**src/rtl/bridge_pkg.sv**
```systemverilog
// Shared types and helpers for the APB side of the AHB-to-APB bridge.
// The FIFO entry layout is {write, addr, data}, with data in the low bits.
package bridge_pkg;

   typedef enum logic [1:0] {
      IDLE   = 2'd0,
      SETUP  = 2'd1,
      ACCESS = 2'd2
   } apb_state_e;

   // Data field always starts at bit 0 of an entry.
   localparam int DATA_LSB = 0;

   // Position of the write flag (entry MSB) for a given address/data width.
   function automatic int entry_wr_bit(input int addr_w, input int data_w);
      return addr_w + data_w;
   endfunction

   // The address field sits directly above the data field.
   function automatic int entry_addr_lsb(input int data_w);
      return data_w;
   endfunction

   // Ceiling log2 for n >= 2.
   function automatic int clog2(input int n);
      int r;
      r = 0;
      for (int i = 0; i < 31; i++) begin
         if ((1 << i) < n) r = i + 1;
      end
      return r;
   endfunction

endpackage

```
**src/rtl/apb_slave_decode.sv**
```systemverilog
// Address to one-hot slave select. The select field is the clog2(NSLV)
// bits starting at SEL_LSB; all selects are held low while sel_en is low.
module apb_slave_decode
   import bridge_pkg::*;
#(
   parameter int ADDR_W  = 32,
   parameter int NSLV    = 4,
   parameter int SEL_LSB = 28
) (
   input  logic [ADDR_W-1:0] addr,
   input  logic              sel_en,
   output logic [NSLV-1:0]   psel
);

   localparam int SEL_W = clog2(NSLV);

   logic [SEL_W-1:0] sel_idx;

   assign sel_idx = addr[SEL_LSB +: SEL_W];

   // One-hot decode of the slave index, gated by the enable.
   always_comb begin
      psel = '0;
      if (sel_en) psel[sel_idx] = 1'b1;
   end

endmodule

```
**src/rtl/apb_xfer_sequencer.sv**
```systemverilog
// APB master sequencer in the rclk domain. Pops {write, addr, data} entries
// from a first-word-fall-through FIFO and runs one APB SETUP/ACCESS transfer
// per entry, with Pready wait states and a stall timeout.
//
// FIFO handshake: the head entry is valid whenever rempty is low; rinc is a
// single-cycle pop that is only ever raised together with rempty low, and the
// entry is consumed at the same rising edge that latches it into Paddr/Pdata.
module apb_xfer_sequencer
   import bridge_pkg::*;
#(
   parameter int ADDR_W  = 32,
   parameter int DATA_W  = 32,
   parameter int NSLV    = 4,
   parameter int SEL_LSB = 28,
   parameter int TIMEOUT = 16
) (
   input  logic                     rclk,
   input  logic                     rrst_n,
   input  logic                     transfer,
   input  logic                     rempty,
   input  logic [ADDR_W+DATA_W:0]   fifo_rdata,
   output logic                     rinc,
   input  logic                     Pready,
   input  logic                     Pslverr,
   input  logic [DATA_W-1:0]        Prdata,
   output logic [NSLV-1:0]          Psel,
   output logic                     Penable,
   output logic                     Pwrite,
   output logic [ADDR_W-1:0]        Paddr,
   output logic [DATA_W-1:0]        Pdata,
   output logic [DATA_W-1:0]        rdata_temp,
   output logic                     rd_valid,
   output logic                     err,
   output logic                     busy,
   output logic [15:0]              xfer_cnt
);

   localparam int         WR_BIT   = entry_wr_bit(ADDR_W, DATA_W);
   localparam int         ADDR_LSB = entry_addr_lsb(DATA_W);
   localparam logic [7:0] TO_LAST  = 8'(TIMEOUT - 1);

   apb_state_e state, state_nxt;
   logic [7:0] to_cnt;
   logic       complete;
   logic       abort_to;
   logic       launch;

   // Transfer events: completion, stall abort, and start of the next entry.
   always_comb begin
      complete = (state == ACCESS) && Pready;
      abort_to = (state == ACCESS) && !Pready && (to_cnt == TO_LAST);
      launch   = transfer && !rempty && ((state == IDLE) || complete);
   end

   // State register.
   always_ff @(posedge rclk or negedge rrst_n) begin
      if (!rrst_n) state <= IDLE;
      else         state <= state_nxt;
   end

   // Next-state logic; a completing transfer can chain straight into SETUP.
   always_comb begin
      state_nxt = state;
      case (state)
         IDLE:    if (launch) state_nxt = SETUP;
         SETUP:   state_nxt = ACCESS;
         ACCESS: begin
            if (complete)      state_nxt = launch ? SETUP : IDLE;
            else if (abort_to) state_nxt = IDLE;
         end
         default: state_nxt = IDLE;
      endcase
   end

   // State-decoded outputs; rinc is held off while reset is asserted.
   always_comb begin
      rinc    = launch && rrst_n;
      Penable = (state == ACCESS);
      busy    = (state != IDLE);
   end

   apb_slave_decode #(
      .ADDR_W  (ADDR_W),
      .NSLV    (NSLV),
      .SEL_LSB (SEL_LSB)
   ) u_decode (
      .addr   (Paddr),
      .sel_en (busy),
      .psel   (Psel)
   );

   // Latch the FIFO head as the new transfer; values hold between transfers.
   always_ff @(posedge rclk or negedge rrst_n) begin
      if (!rrst_n) begin
         Pwrite <= 1'b0;
         Paddr  <= '0;
         Pdata  <= '0;
      end else if (launch) begin
         Pwrite <= fifo_rdata[WR_BIT];
         Paddr  <= fifo_rdata[ADDR_LSB +: ADDR_W];
         Pdata  <= fifo_rdata[DATA_LSB +: DATA_W];
      end
   end

   // Completion side effects: read capture, status pulses, transfer count.
   always_ff @(posedge rclk or negedge rrst_n) begin
      if (!rrst_n) begin
         rdata_temp <= '0;
         rd_valid   <= 1'b0;
         err        <= 1'b0;
         xfer_cnt   <= '0;
      end else begin
         rd_valid <= complete && !Pwrite;
         err      <= (complete && Pslverr) || abort_to;
         if (complete && !Pwrite) rdata_temp <= Prdata;
         if (complete)            xfer_cnt   <= xfer_cnt + 16'd1;
      end
   end

   // Stall counter: cleared as each transfer starts, counts ACCESS waits.
   always_ff @(posedge rclk or negedge rrst_n) begin
      if (!rrst_n)                          to_cnt <= '0;
      else if (launch)                      to_cnt <= '0;
      else if ((state == ACCESS) && !Pready) to_cnt <= to_cnt + 8'd1;
   end

endmodule

```
**config.mk**
```make
export PLATFORM = sky130hd
export DESIGN_NAME = apb_xfer_sequencer
export DESIGN_NICKNAME = d
export VERILOG_FILES = /design/src/rtl/bridge_pkg.sv /design/src/rtl/apb_slave_decode.sv /design/src/rtl/apb_xfer_sequencer.sv
export SDC_FILE = /design/constraint.sdc
export NUM_CORES = 1
export LEC_CHECK = 0
export CORE_MARGIN = 8
export CORE_UTILIZATION = 41
export DETAILED_ROUTE_END_ITERATION = 12
export HOLD_SLACK_MARGIN = 0.1
export MAX_ROUTING_LAYER = met4
export PLACE_DENSITY = 0.8
export SYNTH_ARGS = -nofsm -noshare
export SYNTH_HDL_FRONTEND = slang
export SYNTH_SLANG_ARGS = --single-unit
```
**constraint.sdc**
```tcl
create_clock -name rclk -period 1.86 [get_ports rclk]
set_input_delay 0.186 -clock rclk [delete_from_list [all_inputs] [get_ports rclk]]
set_output_delay 0.186 -clock rclk [all_outputs]
set_load 0.005 [all_outputs]
```
==> flow_summary.toml <==
[routing]
routedWlPerCell_um = 16.80
antenna_left = 0
drc_errors = 0
drt-total-wl_um = 14350
initialDrtViolationCount = 306
routed-via-count = 4096
vias_per_cell = 4.796
first_pass_iters = 7

[global_route]
grt_first_pass_wirelength_um = 22850
grt_max_degree = 126
grtUsageTotal = 0.1910
use_met3 = 0.07437
globalRoute.busiestLayer = "met2"
overflow = 0
grt.met1_usage = 0.2077
groute.layer.met2.usage = 0.3097
antenna_found_initial = 0
grt_pass1_vias = 4400

[clock_tree]
clk_pin_slew_worst_paths_ps = 50
cts.htree.levels = 4
cts_buffers = 17
clockRootBuffer = "clkbuf_16"
clock_path_buffers = 2
cts.sinks = 125
clk_latency_ps = 410
cts_tree = "done"

[hold_path]
min_path_type = "input port to register"

[final_layout]
syn2layout_area_growth_pct = 61.48
drive_gt1_frac = 0.1216
multiInputGateArea_um2 = 1690
nFillCells = 937
diodes = 0
seqCellArea_um2 = 3133
utilization = 0.6677
nets = 802

[setup_path]
crit_family = "buffers and inverters"
cp_num_buf_inv = 2
crit_path_max_fanout = 4
cp_data_arrival_time_ps = 1640
slowest_delay_ps = 520
cpMaxStageDelayCell = "clkdlybuf4s50_1"
cp_cell_sequence = "buf_4 > nor2b_2 > clkdlybuf4s50_1"
startpoint_type = "register"
criticalPathCategory = "register to output port"
worstPathRequired_ps = 1670
crit_path_end_kind = "output port"

[power_and_ir_drop]
p_comb_frac = 0.281
leakagePower_nw = 3.704
clock_power_share = 0.311
vdd_ir_drop_max_uv = 603.8
p_int_mw = 6.980
p_per_area_nw_per_um2 = 1181
sw_frac_of_total = 0.2536
pwr-share-seq = 0.409
p_sw_mw = 2.372

[floorplanning]
dieArea_um2 = 15720
placementRows = 40
core_um2 = 11860
die_h_um = 125.4
die_w_um = 125.4
initial_core_util = 0.4135
ios = 225

[synthesis]
synth_area_per_cell_um2 = 10.73
synth.distinct_cells = 32
ys_ff_latch = 125
syn_inst = 457
syn-num-nets = 562
synth_area_um2 = 4905
synth_area_leaders = "dfrtp_1 (64%), nand2_1 (15%), mux2_2 (7.3%)"
synth_edf_count = 0
ys_warn_count = 0
synth.top_cell.area_share = 0.6378
synthArstFlopShare = 1.000
synth_flop_cell = "dfrtp_1"
yosysTopAreaCell = "dfrtp_1"
yosysSeqAreaShare = 0.6378

[sta]
finalSetupViolations = 0
slew_viol_final = 0
fmax_ghz = 0.5491
finClkSkew_ps = 7.117
hold_viol = 0
tightest_slew_ps = 681.2
whs_ps = 300.4
fin_crit_ps = 1821
fin_crit_sh = 0.9791
slew_headroom = 0.5459

[placed_design]
io_buffers = 224
place_hpwl_um = 10510
gp_congestion = 0.8098

[run]
drv_cap = 0

[outcome]
status = "finished, final reports clean"
-- registers in the layout, indices dropped and copies added, names as in the netlist, 2 cells and up --
signal,count
Paddr,32
Pdata,32
rdata_temp,32
xfer_cnt,16
to_cnt,8
state,2
-- cell families after synthesis --
logic type,Yosys count,synth area share
adders and majority gates,2,0.005101
AOI/OAI and AO/OA,5,0.005101
xor gates and xnor gates,21,0.03750
and+or+nand+nor,249,0.2130
buffers and inverters,21,0.02372
DFF,125,0.6378
muxes,34,0.07781
-- cells in the final DEF (no fill, tap or decap), types with 5 or more instances in the layout --
master / synthesis / layout
nand2_1: 202 / 202
nand4_1: 5 / 5
nand3_1: 10 / 9
xnor2_1: 13 / 13
nor2_1: 12 / 11
clkbuf_8: 0 / 5
clkbuf_16: 0 / 17
dfrtp_1: 125 / 121
clkbuf_1: 3 / 6
clkdlybuf4s50_1: 0 / 220
mux2_2: 32 / 32
xor2_1: 8 / 8
buf_4: 0 / 13
-- layer usage --
layer	up-vias	routed length [µm]
met5	-	0
met4	0	276
met3	25	1162
met2	168	7082
met1	1962	5824
li1	1941	-
-- final cells by class --
cell class | instances | area share
Sequential cell | 125 | 0.3956
Clock buffer | 28 | 0.06524
Timing Repair Buffer | 239 | 0.3005
Inverter | 3 | 0.001422
Clock inverter | 1 | 0.0006319
Multi-Input combinational cell | 311 | 0.2134
Tap cell | 147 | 0.02322
-- worst reg2reg max path: stages (launching register included) --
cell      delay [ps]
dfrtp_2          430
buf_4            150
nand3b_2         270
nor2_4           140
buf_12           220
mux2_2           390
-- repair_timing --
action | 4_1_cts | 5_1_grt
pin swaps | 0 | 2
buffers inserted | 2 | 4
hold buffers | 1 | 0
resized for setup | 8 | 7
hold endpoints to repair | 125 | 0
endpoints found under the setup margin | 6 | 6
-- power groups by stage --
stage	clock network [mW]	logic, mW	registers (mW)
after floorplan	0	0.699	3.85
after global placement	0	2.55	3.81
after detailed placement	0	2.62	3.86
after CTS	2.99	2.66	3.83
after global routing	3.09	2.84	3.91
final	2.91	2.62	3.82
-- cell usage after synthesis, types with 4 or more instances --
cell type,number
o21ai_0,4
dfrtp_1,125
xnor2_1,13
nand3_1,10
xor2_1,8
nand4_1,5
nor2_1,12
buf_2,12
nand2_1,202
mux2_2,32
-- per-stage QoR --
step	setup TNS (ps)	total power [mW]	std cells	instance area, µm²	setup WS (ps)
after global routing	-11.57	9.844	854	7920	-11.57
after global placement	0	6.368	818	7313	52.25
after floorplan	0	4.552	457	4905	322.7
final	0	9.352	854	7920	38.84
after detailed placement	-13.33	6.480	818	7313	-13.33
after CTS	-91.65	9.475	850	7876	-91.65
-- worst paths after layout --
path	start	to	slack, ps	cells past startpoint
max	state[0]	Penable	40	3
max reg2reg	state[0]	rdata_temp[26]	150	5
min	fifo_rdata[25]	Pdata[25]	300	3
min in group asynchronous	rrst_n	xfer_cnt[12]	450	3
max in group asynchronous	rrst_n	to_cnt[6]	880	3
min reg2reg	Pdata[30]	Pdata[30]	470	2
(Power assumes the default switching activity.)
